[config.mk]
export PLATFORM = sky130hd
export DESIGN_NAME = dot_seq
export DESIGN_NICKNAME = d
export VERILOG_FILES = /design/src/rtl/dot_seq_pkg.sv /design/src/rtl/dot_seq_mac_step.sv /design/src/rtl/dot_seq.sv
export SDC_FILE = /design/constraint.sdc
export NUM_CORES = 1
export LEC_CHECK = 0
export CAP_MARGIN = 40
export CORE_MARGIN = 8
export CORE_UTILIZATION = 55
export CTS_CLUSTER_DIAMETER = 30
export DETAILED_ROUTE_END_ITERATION = 16
export PLACE_DENSITY = 0.79
export REMOVE_ABC_BUFFERS = 1
export SLEW_MARGIN = 20
export SYNTH_ARGS = -nofsm -noshare
export SYNTH_HDL_FRONTEND = slang
export SYNTH_HIERARCHICAL = 1
export SYNTH_SLANG_ARGS = --single-unit
[constraint.sdc]
create_clock -name system1000 -period 3.68 [get_ports system1000]
set_input_delay 0.736 -clock system1000 [delete_from_list [all_inputs] [get_ports system1000]]
set_output_delay 0.736 -clock system1000 [all_outputs]
set_load 0.02 [all_outputs]
[src/rtl/dot_seq_pkg.sv]
// Shared types and constants for the sequential dot-product engine.
// Holds the operand-pair struct, the FSM state enum and the wrapping MAC helper.
package dot_seq_pkg;

    localparam int ACC_W = 9;
    localparam int CNT_W = 8;

    typedef struct packed {
        logic signed [8:0] sel1;
        logic signed [8:0] sel0;
    } product0;

    typedef enum logic [1:0] {
        IDLE = 2'd0,
        ACC  = 2'd1,
        DONE = 2'd2
    } DotState;

    // Product and sum are both kept to ACC_W bits, so overflow wraps in two's complement.
    function automatic logic [ACC_W-1:0] mac9(input logic [ACC_W-1:0] acc,
                                             input logic signed [8:0] x,
                                             input logic signed [8:0] y);
        logic [ACC_W-1:0] prod_lo;
        prod_lo = x * y;
        return acc + prod_lo;
    endfunction

endpackage

[src/rtl/dot_seq_mac_step.sv]
// Combinational multiply-accumulate step: acc + x*y, truncated to ACC_W bits.
module mac_step
    import dot_seq_pkg::*;
(
    input  logic [ACC_W-1:0] acc,
    input  product0          pair,
    output logic [ACC_W-1:0] acc_next
);

    // Single wrapping MAC evaluation.
    always_comb begin
        acc_next = mac9(acc, pair.sel0, pair.sel1);
    end

endmodule

[src/rtl/dot_seq.sv]
// Sequential dot product of LEN signed operand pairs with valid/ready handshakes.
// Outputs are registered from the next-state view so they never see out_ready combinationally.
module dot_seq
    import dot_seq_pkg::*;
#(
    parameter int unsigned LEN = 4
) (
    input  logic                    system1000,
    input  logic                    system1000_rstn,
    input  logic                    in_valid,
    input  product0                 in_pair,
    output logic                    in_ready,
    output logic                    out_valid,
    output logic signed [ACC_W-1:0] out_acc,
    input  logic                    out_ready,
    output logic                    busy
);

    DotState          state_r;
    DotState          state_nxt_s;
    logic [ACC_W-1:0] acc_r;
    logic [ACC_W-1:0] acc_nxt_s;
    logic [ACC_W-1:0] mac_s;
    logic [CNT_W-1:0] cnt_r;
    logic [CNT_W-1:0] cnt_nxt_s;
    logic             in_ready_r;
    logic             out_valid_r;
    logic [ACC_W-1:0] out_acc_r;
    logic             busy_r;
    logic             in_ready_s;
    logic             out_valid_s;
    logic [ACC_W-1:0] out_acc_s;
    logic             busy_s;
    logic             pair_fire_s;
    logic             res_fire_s;

    assign pair_fire_s = in_valid & in_ready_r;
    assign res_fire_s  = out_valid_r & out_ready;

    mac_step u_mac_step (
        .acc      (acc_r),
        .pair     (in_pair),
        .acc_next (mac_s)
    );

    // State, accumulator, counter and output registers.
    always_ff @(posedge system1000 or negedge system1000_rstn) begin
        if (!system1000_rstn) begin
            state_r     <= IDLE;
            acc_r       <= {ACC_W{1'b0}};
            cnt_r       <= {CNT_W{1'b0}};
            in_ready_r  <= 1'b1;
            out_valid_r <= 1'b0;
            out_acc_r   <= {ACC_W{1'b0}};
            busy_r      <= 1'b0;
        end else begin
            state_r     <= state_nxt_s;
            acc_r       <= acc_nxt_s;
            cnt_r       <= cnt_nxt_s;
            in_ready_r  <= in_ready_s;
            out_valid_r <= out_valid_s;
            out_acc_r   <= out_acc_s;
            busy_r      <= busy_s;
        end
    end

    // Next-state logic.
    always_comb begin
        state_nxt_s = state_r;
        case (state_r)
            IDLE: begin
                if (pair_fire_s) begin
                    state_nxt_s = (LEN == 32'd1) ? DONE : ACC;
                end else begin
                    state_nxt_s = IDLE;
                end
            end
            ACC: begin
                if (pair_fire_s && (cnt_r == CNT_W'(LEN - 32'd1))) begin
                    state_nxt_s = DONE;
                end else begin
                    state_nxt_s = ACC;
                end
            end
            DONE: begin
                if (res_fire_s) begin
                    state_nxt_s = IDLE;
                end else begin
                    state_nxt_s = DONE;
                end
            end
            default: state_nxt_s = IDLE;
        endcase
    end

    // Datapath update: clear on delivery, accumulate on accepted pair, otherwise hold.
    always_comb begin
        acc_nxt_s = acc_r;
        cnt_nxt_s = cnt_r;
        if (res_fire_s) begin
            acc_nxt_s = {ACC_W{1'b0}};
            cnt_nxt_s = {CNT_W{1'b0}};
        end else if (pair_fire_s) begin
            acc_nxt_s = mac_s;
            cnt_nxt_s = cnt_r + {{(CNT_W-1){1'b0}}, 1'b1};
        end else begin
            acc_nxt_s = acc_r;
            cnt_nxt_s = cnt_r;
        end
    end

    // Output decode from the upcoming state, captured by the register block.
    always_comb begin
        in_ready_s  = 1'b1;
        out_valid_s = 1'b0;
        out_acc_s   = {ACC_W{1'b0}};
        busy_s      = 1'b0;
        case (state_nxt_s)
            IDLE: begin
                in_ready_s = 1'b1;
                busy_s     = 1'b0;
            end
            ACC: begin
                in_ready_s = 1'b1;
                busy_s     = 1'b1;
            end
            DONE: begin
                in_ready_s  = 1'b0;
                out_valid_s = 1'b1;
                out_acc_s   = acc_nxt_s;
                busy_s      = 1'b1;
            end
            default: begin
                in_ready_s = 1'b1;
                busy_s     = 1'b0;
            end
        endcase
    end

    assign in_ready  = in_ready_r;
    assign out_valid = out_valid_r;
    assign out_acc   = out_acc_r;
    assign busy      = busy_r;

endmodule

Yosys cells after proc, flatten, opt, wreduce, memory -nomap -nowiden:

Index checks and enable logic that the tools add are counted.

* register bits after elaboration: 31
* input bits: 22
* output and inout port bits: 12
* word-level logic and storage cells: 33

* add/sub/neg operators: 2
* $mul: 1
* equality and inequality tests: 5
* mux-type cells: 12
* bitwise gates (word level): 2
* reduce and logical (&&, ||, !) cells: 4

Operator list (number)
* two-way mux 9 bit: 3
* two-way mux 8 bit: 2
* adder 9 bit: 1
* multiplier 9 x 9 -> 9 bit: 1
* adder 8 x 1 -> 8 bit (second input constant): 1
* == test 8 x 2 -> 1 bit (second input constant): 1
* case mux 2 bit (3 select lines): 1
* == test 2 x 1 -> 1 bit (second input constant): 2
* == test 2 bit (second input constant): 2
* two-way mux 1 bit: 4
* two-way mux 2 bit: 2
* bitwise AND 1 bit: 2
* zero test 2 bit: 1
* nonzero test 2 bit: 1
* OR reduction 2 bit: 1
* logical AND 1 bit: 1

Logic depth before layout (Yosys ltp):

Gate-level depths: netlist of run 1.

* depth in word-level cells: 7
* gate-level depth with buffers: 18
* gate-level depth less buffers: 17

By module:

Netlist of run 1, hierarchy kept.

By module, submodules not included
* mac_step: instances 1, cells each 169, area each 1453.9 sq um, sequential area each 0.0 sq um
* dot_seq: instances 1, cells each 110, area each 1265.0 sq um, sequential area each 777.0 sq um

Least setup slack after synthesis of run 1:

No wires, ideal clock.

* kind: input to register
* start point: input in_pair[9] in the netlist's numbering
* end point: register acc_r[8]
* library setup time: 0.132 ns
* data arrival time: 4.950 ns
* data required time: 3.548 ns
* setup slack: -1.402 ns
* stages on the path: 18
* buffers on the path: 1
* cells stage by stage: clkbuf_1 > nand2_1 > fa_1 > inv_1 > fa_1 > inv_1 > fa_1 > inv_1 > fa_1 > inv_1 > fa_1 > xnor2_1 > xnor2_1 > xnor3_1 > xnor3_1 > xnor2_1 > mux2i_1 > nor2_1

* longest elaborated chain between the ends: 4

RTL lines
* from (decl): line dot_seq.sv:11 `input product0 in_pair,`
* multiplier 9 x 9 -> 9 bit: line dot_seq_pkg.sv:24 `prod_lo = x * y;`
* adder 9 bit: line dot_seq_pkg.sv:25 `return acc + prod_lo;`
* named net mac_s[8]: line dot_seq.sv:23 `logic [ACC_W-1:0] mac_s;`
* two-way mux 9 bit: line dot_seq.sv:103 `end else if (pair_fire_s) begin`
* two-way mux 9 bit: line dot_seq.sv:100 `if (res_fire_s) begin`
* named net acc_nxt_s[8]: line dot_seq.sv:22 `logic [ACC_W-1:0] acc_nxt_s;`
* to (signal assigned): line dot_seq.sv:50 `acc_r <= {ACC_W{1'b0}};`
* to (signal assigned): line dot_seq.sv:58 `acc_r <= acc_nxt_s;`
* to (decl): line dot_seq.sv:21 `logic [ACC_W-1:0] acc_r;`

The timed path passes the listed nets, and every way through them passes these cells.
A chain may end at the register's enable or synchronous reset.

Final worst setup path of run 1:

* start point: input in_pair[11] in the netlist's numbering
* end point: register out_acc_r[7] (netlist: out_acc[7])

* longest elaborated chain between the ends: 5

RTL lines
* multiplier 9 x 9 -> 9 bit: line dot_seq_pkg.sv:24
* adder 9 bit: line dot_seq_pkg.sv:25
* named net mac_s[7]: line dot_seq.sv:23
* two-way mux 9 bit: line dot_seq.sv:103
* two-way mux 9 bit: line dot_seq.sv:100
* named net acc_nxt_s[7]: line dot_seq.sv:22
* two-way mux 9 bit: line dot_seq.sv:118 `case (state_nxt_s)`
* named net out_acc_s[7]: line dot_seq.sv:32 `logic [ACC_W-1:0] out_acc_s;`
* to (signal assigned): line dot_seq.sv:54 `out_acc_r <= {ACC_W{1'b0}};`
* to (signal assigned): line dot_seq.sv:62 `out_acc_r <= out_acc_s;`
* to (decl): line dot_seq.sv:28 `logic [ACC_W-1:0] out_acc_r;`

The timed path passes the listed nets, and every way through them passes these cells.

==> impl.org, run 1 <==
** Timing
- Max Fclk :: 224 MHz
- Worst path setup slack after routing :: -0.785 ns
- Final setup violation count :: 10
- The total count of hold-check failures in the final report came to 0.
- For the pin with the worst max-slew slack, the measured transition is 0.737 ns.
- The number of pins exceeding their max-slew limit in the final report is 0.
- Tightest slew margin relative to the limit :: 0.509
- Final Hold Slack :: 0.484 ns
- Clk_skew :: 0.0101 ns
- Final period utilization :: 1.21
- Summed over all failing endpoints, the final setup total negative slack is -6.23 ns.
- Time the worst path needs with I/O delays and setup :: 4.47 ns
- Unrepaired setup endpoints after global routing :: yes

** Clock tree
- CTS H-Tree Depth :: 2
- Counting every sink on the clock net gives 31.
- Clk Latency, worst-skew pair :: 0.28 ns
- The longest clock path from root to sink contains 2 buffers.
- Clock-pin slew was measured on the worst setup and hold paths at 0.06 ns.
- Clock tree from TritonCTS :: yes
- Hold_buf cts :: 0
- Buffers inserted during clock tree synthesis total 5.
- Clock tree synthesis selected as its root buffer the cell clkbuf_8.

** Setup path
- Of all nets on the critical path, the largest fanout is 5.
- Reg2Reg Setup Slack :: 0.58 ns
- Data arrival at the endpoint of the critical path :: 4.68 ns
- STA classifies the critical path endpoint as a flop.
- CP delay by family, top :: adder cells
- Library cell appearing most often on the critical path :: fa_1
- The worst register-to-register path ends at out_acc[7]$_DFF_PN0_.
- The startpoint identified for the worst register-to-register timing path is acc_r[4]$_DFF_PN0_.
- Delay of the slowest critical-path stage :: 0.59 ns
- Data on the critical path is required at its endpoint by 3.89 ns.
- Worst setup SP type :: primary input
- The slowest stage of the critical path is the fa_1 cell.
- Measured in cells, the most critical reg-to-reg path has a length of 13.
- Crit path kind :: primary input to flop
- Critical Path, Cell by Cell :: buf_8, buf_8, nand2_4, fa_1, inv_2, fa_1, ha_4, fa_1, inv_2, fa_1, inv_2, ha_4, inv_4, o21bai_4, a21oi_2, xnor2_2, nand3_1, a21oi_2, and2_1
- The critical path contains buffers and inverters numbering 6 combined.

** Synthesis
- Counting flops and latches in the post-synthesis netlist gives 31.
- The number of different library cells used by synthesis comes to 32.
- EDFF count, synth :: 0
- Post-synthesis cell count :: 279
- Most used flip-flop cell after synthesis :: dfrtp_1
- Fraction of the yosys area taken by sequential cells :: 0.286
- Syn_area_per_cell :: 9.75 µm²
- Warnings, synthesis :: 6
- The cell area that synthesis handed to floorplanning was 2720 µm².
- FFs w/ async S/R, synth :: 1.00

** Job
- Number of maximum-capacitance constraint violations :: 0

** Final layout
- Leading cell types in the layout, fill and taps excluded :: inv_1 (33), dfrtp_1 (30), nand2_1 (25), buf_4 (22), ha_1 (19)
- Net total in the final layout :: 426
- P&R area growth vs syn :: 41.2%
- Leaving out fill and tap cells, the most frequent cell in the layout is inv_1.
- The number of antenna diodes in the final layout is 0.
- The filler cells instantiated in the layout total 276.
- Proportion of layout cells with a drive suffix above 1 :: 0.340

** Floorplan
- Area of the die :: 7450 µm²
- Ports placed on the boundary :: 34
- Height of the die :: 86.3 µm
- The core region is 4750 µm².
- The die is 86.3 µm wide.
- In this run the core area contains 25 standard-cell rows.
- For this configuration, the core starts out at a cell density of 0.572.

** Global route
- The first global-routing pass estimated 11,400 µm of wire.
- Initial antenna violation count :: 0
- The via count of the first global-routing pass is 2,419.
- Maximum number of pins on one net before global-route repair :: 32
- Overall fraction of global-route tracks in use :: 0.197
- Aggregate global routing overflow :: 0

** Power and ir drop
- Standby leakage power :: 0.00188 µW
- Power Dens Cells :: 863 nW/µm²
- Tot Pwr :: 3310 µW
- The worst-case IR drop observed on VDD is 0.812 mV.

** Detailed routing
- For this block, the via count after detailed routing is 2,230.
- Routed length per instance :: 17.5 µm
- The count of nets left with antenna violations once routing finished came out at 0.
- Detailed-routing iteration count for the pre-antenna-repair pass :: 4
- Detailed Route WL :: 7310 µm
- After detailed routing, the number of remaining DRC violations is 0.
- Ratio of routed vias to standard cells :: 5.35
- For this block, the initial DRC count from the detailed router was 105.

** Status
- The run finished, with violations left.
- Failing checks :: setup timing

** Min path
- Worst min-delay path startpoint :: state_r[1]$_DFF_PN0_
- Hold EP :: state_r[0]$_DFF_PN0_
- Counting instances, the worst hold path has a depth of 1.
- Kind of path behind the tightest hold check :: flop to flop

** Placement
- Detailed placement ended at an HPWL of 4340 µm.
- Routability-driven placement finished with a final weighted congestion of 0.863.
- IO Port Bufs :: 33
## how the worst max path moves through the flow
stage          depth (start not counted)   startpoint                   end  slack [ns]
6_report                              19  in_pair[11]  out_acc[7]$_DFF_PN0_       -0.79
5_1_grt                               19  in_pair[11]  out_acc[7]$_DFF_PN0_       -0.92
4_1_cts                               18  in_pair[11]    acc_r[8]$_DFF_PN0_       -0.66
3_5_place_dp                          18   in_pair[5]    acc_r[8]$_DFF_PN0_       -1.91
3_3_place_gp                          18   in_pair[5]    acc_r[8]$_DFF_PN0_       -1.85
2_1_floorplan                         17   in_pair[5]    acc_r[8]$_DFF_PN0_       -1.22
## repair_timing
action                                  in CTS  in global routing
pin swaps                                   40                 21
hold endpoints to repair                     0                  0
gates resized for setup                    118                 26
buffers inserted                            12                  4
endpoints found under the setup margin      12                 12
cloned                                       0                  0
## per-stage QoR
| step | cell area [µm²] | worst slack, ns | std cells | utilization |
|---|---|---|---|---|
| after floorplan | 2700 | -1.22 | 274 | - |
| after global placement | 3270 | -1.85 | 395 | 0.688 |
| after detailed placement | 3270 | -1.91 | 395 | 0.688 |
| after CTS | 3700 | -0.660 | 414 | 0.778 |
| after global routing | 3840 | -0.920 | 417 | 0.808 |
| final | 3840 | -0.785 | 417 | 0.808 |
## routing by layer
metal  global-route usage  up-vias  share of wire
li1                     -     1030              -
met2                0.340       86           0.53
met4               0.0986        0          0.044
met5                    0        -              0
met3               0.0369       32          0.054
met1                0.229     1082           0.38
## area by class of cell
class | instances | area [µm²] | area share
clock buffers | 6 | 82.6 | 0.0215
clock inverters | 2 | 35.0 | 0.00912
inverters | 45 | 171 | 0.0446
multi-input cells | 198 | 2060 | 0.536
flip-flops and latches | 31 | 777 | 0.202
well taps | 67 | 83.8 | 0.0218
repair buffers | 68 | 632 | 0.165
## flip-flops by register name (all words and copies together), names as in the netlist
name	flops
cnt_r	8
state_r	2
out_acc	9
in_ready	1
out_valid	1
acc_r	9
busy	1
## power breakdown
part           switching (µW)  internal (µW)  leakage (µW)
logic                    1150           1270       0.00142
clock network             125            219     0.0000612
registers                86.9            465      0.000393
total                    1360           1950       0.00188
## cell usage after synthesis (4+ instances only)
master   count  area share
xnor2_1     16       0.052
or3_1        4      0.0092
nand2_1     37       0.051
a21oi_1     12       0.022
fa_1        22        0.16
nand3_1      5      0.0092
dfrtp_1     30        0.28
inv_1       45       0.062
ha_1        33        0.15
and2_1      15       0.035
mux2i_1      8       0.029
o21ai_0      4      0.0074
xor2_1       4       0.013
nor2_1      18       0.025
## logic make-up after synthesis
group | synth area share
xor gates and xnor gates | 0.0893
adders and majority gates | 0.314
AOI/OAI and AO/OA | 0.0502
muxes | 0.0295
and+or+nand+nor | 0.162
buffers and inverters | 0.0699
DFF | 0.286
No activity file was read; power rests on OpenSTA's default activity.
==> run 2, diff against run 1 <==
==> constraint.sdc (replaced) <==
create_clock -name system1000 -period 4.2 [get_ports system1000]
set_input_delay 0.84 -clock system1000 [delete_from_list [all_inputs] [get_ports system1000]]
set_output_delay 0.84 -clock system1000 [all_outputs]
set_load 0.02 [all_outputs]
==> run 2 against run 1 <==
The run still ends with setup timing left. Critical path type unchanged. Clock skew rose by 0.0017 ns. Combinational power decreased by 11%. Routed wire length fell by 2.5%. Sequential share of layout area rose by 0.21 points. Global-route usage down 0.48 points. First-iteration DRC count increased by 15%. Non-clock buffer count shrank 1. Worst hold slack got worse by 0.0073 ns. Critical endpoint is now acc_r[8]$_DFF_PN0_. Via count shrank 2.5%. Register-to-register slack gained 0.51 ns. Clock power decreased by 12%. Sequential power shrank 12%. Highest routed layer unchanged.
==> impl.org, run 2 (synthesis results as in run 1) <==
** Status
- Run status: complete, but fails checks (unchanged).
- Failing checks: setup timing (unchanged).

** Global route
- Overall fraction of global-route tracks in use :: 0.192 (was 0.197)
- Aggregate global routing overflow :: 0 (unchanged)
- Initial antenna violation count :: 0 (unchanged)
- The maximum number of pins on one net before global-route repair came to 32 (unchanged).
- The first-pass GRT wire length came to 11,300 µm (was 11,400 µm).
- The via count of the first global-routing pass was 2,405 (was 2,419).

** Clock tree
- Number of buffers between clock root and the deepest sink :: 2 (unchanged)
- The clock network latency to the later pin of the worst-skew pair was 0.29 ns (was 0.28 ns).
- Clk slew on worst S/H paths :: 0.06 ns (about the same)
- The hold buffer count at cts was 0 (unchanged).
- The total clock buffers created by CTS came to 5 (unchanged).
- The root buffer cell was clkbuf_8 (unchanged).
- The clock tree from TritonCTS is yes (unchanged).
- The number of levels in the clock H-tree came to 2 (unchanged).
- The clock sink total was 31 (unchanged).

** Timing
- Unrepaired setup endpoints after global routing :: yes (unchanged)
- Clk_skew :: 0.0118 ns (was 0.0101 ns)
- Max Fclk :: 221 MHz
- Tightest Pin Transition :: 0.721 ns (was 0.737 ns)
- The worst relative slew slack came to 0.519 (was 0.509).
- The number of pins exceeding their max-slew limit in the final report came to 0 (unchanged).
- The count of endpoints failing setup in the final report came to 8 (was 10).
- The total count of hold-check failures in the final report came to 0 (unchanged).
- Of the available clock period, the critical path in the final layout requires 1.08.
- The routed design could run at a clock period as short as 4.52 ns.
- The slack of the critical path is -0.319 ns (was -0.785 ns).

** Setup path
- The category of cells accounting for the largest share of critical-path delay is adder cells (unchanged).
- Delay of the slowest critical-path stage :: 0.60 ns (was 0.59 ns)
- Library cell appearing most often on the critical path :: inv_2 (was fa_1)
- The critical-path maximum fanout came to 3 (was 5).
- Endpoint of the worst setup timing path :: acc_r[8]$_DFF_PN0_ (was out_acc[7]$_DFF_PN0_)
- Critical Path, Cell by Cell :: buf_2, nand2_2, fa_1, inv_2, ha_4, inv_2, fa_1, inv_1, fa_1, inv_2, fa_2, inv_2, ha_4, a21oi_1, o21ai_1, buf_4, xnor2_1, mux2i_1, nor2_1 (was buf_8, buf_8, nand2_4, fa_1, inv_2, fa_1, ha_4, fa_1, inv_2, fa_1, inv_2, ha_4, inv_4, o21bai_4, a21oi_2, xnor2_2, nand3_1, a21oi_2, and2_1)
- The timing startpoint of the critical path is in_pair[2] (was in_pair[11]).
- The worst endpoint required time came to 4.34 ns (was 3.89 ns).
- Crit path kind :: primary input to flop (unchanged)
- Worst-path cell with the longest stage delay :: fa_1 (unchanged)
- The number of cell instances on the worst register-to-register path was 13 (unchanged).
- Total number of cells along the worst setup path :: 19 (unchanged)
- Crit. End Element :: flop (unchanged)
- Worst reg2reg path endpoint :: acc_r[8]$_DFF_PN0_ (was out_acc[7]$_DFF_PN0_)
- Launch point of the worst reg-to-reg path :: acc_r[4]$_DFF_PN0_ (unchanged)
- Reg2Reg Setup Slack :: 1.09 ns (was 0.58 ns)
- Worst setup SP type :: primary input (unchanged)
- Number of buffer and inverter stages on the critical path :: 7 (was 6)
- The worst endpoint data arrival time was 4.66 ns (was 4.68 ns).

** Detailed routing
- The residual DRC count is 0 (unchanged).
- The detailed-routing iteration count for the pre-antenna-repair pass came to 4 (unchanged).
- The post-detailed-route count of antenna-violating nets came to 0 (unchanged).
- Detailed Route WL :: 7130 µm (was 7310 µm)
- Total via count in the routed design :: 2,175 (was 2,230)
- The count of routing violations after the opening detailed-route iteration was 121 (was 105).
- Ratio of routed vias to standard cells :: 5.23 (was 5.35)
- Routed length per instance :: 17.1 µm (was 17.5 µm)

** Floorplan
- The count of pins on the block boundary came to 34 (unchanged).
- Effective utilization at floorplan :: 0.572 (unchanged)
- Die Span X :: 86.3 µm (unchanged)
- Core area :: 4750 µm² (unchanged)
- Floorplan row count :: 25 (unchanged)
- The floorplan die height is 86.3 µm (unchanged).
- Area of the die :: 7450 µm² (unchanged)

** Final layout
- Final Cell Area :: 3800 µm² (was 3840 µm²)
- The non-filler instance count after layout came to 416 (was 417).
- Leading cell types in the layout, fill and taps excluded: inv_1 (31), dfrtp_1 (30), nand2_1 (24), buf_4 (24), ha_1 (20) (was inv_1 (33), dfrtp_1 (30), nand2_1 (25), buf_4 (22), ha_1 (19)).
- The fraction of layout cells with a size suffix above 1 is 0.335 (was 0.340).
- The signed area change from the synthesized netlist to the final layout was 39.8% (was 41.2%).
- The number of inserted diodes is 0 (unchanged).
- Commonest non-fill, non-tap cell in the layout :: inv_1 (unchanged)
- The share of the core filled with cells in the final layout was 0.799 (was 0.808).
- Net total in the final layout :: 425 (was 426)

** Power and ir drop
- Standby leakage power :: 0.00185 µW (was 0.00188 µW)
- Maximum vdd ir drop :: 0.690 mV (was 0.812 mV)
- The power per standard cell area came to 775 nW/µm² (was 863 nW/µm²).

** Placement
- IO Port Bufs :: 33 (unchanged)
- Number of instances in the placed design :: 395 (unchanged)
- The final weighted congestion in routability-driven placement was 0.863 (about the same).
- The total cell area at the placement stage was 3270 µm² (unchanged).
- DPL Wire Length :: 4360 µm (was 4340 µm)

** Min path
- The startpoint of the most critical hold path was state_r[1]$_DFF_PN0_ (unchanged).
- Kind of path behind the tightest hold check :: flop to flop (unchanged)

** Job
- Number of maximum-capacitance constraint violations :: 0 (unchanged)
run 2: cell types whose count changed in the layout (fill, tap and decap cells not counted), sizes merged:
cell  change
buf       -1
run 2: area by class of cell:
type / count / area [µm²]
Multi-Input combinational cell: 198 / 2040
Tap cell: 67 / 83.8
Clock buffer: 6 / 82.6
Clock inverter: 2 / 35.0
Fill cell: 288 / 953
Sequential cell: 31 / 777
Inverter: 45 / 171
Timing Repair Buffer: 67 / 607
run 2: metal layers:
metal  GRT usage  wire length (µm)
met1       0.224              2780
met2       0.344              3820
met3      0.0416               351
met4      0.0579               176
met5           0                 0
run 2: timing repair:
action,4_1_cts,5_1_grt
setup endpoints to repair,10,8
pin swaps,46,12
setup buffers,10,4
gates resized for setup,123,18
run 2: where the power goes:
part,switching (µW),leakage [µW],internal (µW)
logic,1020,0.00140,1140
clock network,112,0.0000612,192
registers,79.5,0.000393,407
run 2: worst reg2reg max path, delay by kind of cell (launching register included):
family          cells  cell delay, ns
mux                 1            0.16
fa+ha+maj           4            1.51
xor+xnor            1            0.11
compound gates      3            0.48
simple gates        1            0.05
flops               1            0.43
buf+inv             3            0.22
run 2: worst min-delay path by stage:
stage	end	slack, ns	depth (start not counted)
after floorplan	state_r[0]$_DFF_PN0_	0.44	1
after detailed placement	state_r[0]$_DFF_PN0_	0.46	1
after global routing	state_r[0]$_DFF_PN0_	0.52	1
after global placement	state_r[0]$_DFF_PN0_	0.45	1
final	state_r[0]$_DFF_PN0_	0.48	1
after CTS	state_r[0]$_DFF_PN0_	0.48	1
run 2: metrics by stage:
step	setup WS [ns]	hold WS, ns	setup TNS, ns	power, µW
detailed placement	-1.53	0.465	-10.51	1980
floorplan	-0.802	0.443	-2.32	1540
global route	-0.485	0.521	-2.54	3150
global placement	-1.43	0.454	-10.03	1920
CTS	-0.247	0.476	-0.673	2690
finish	-0.319	0.477	-1.57	2950
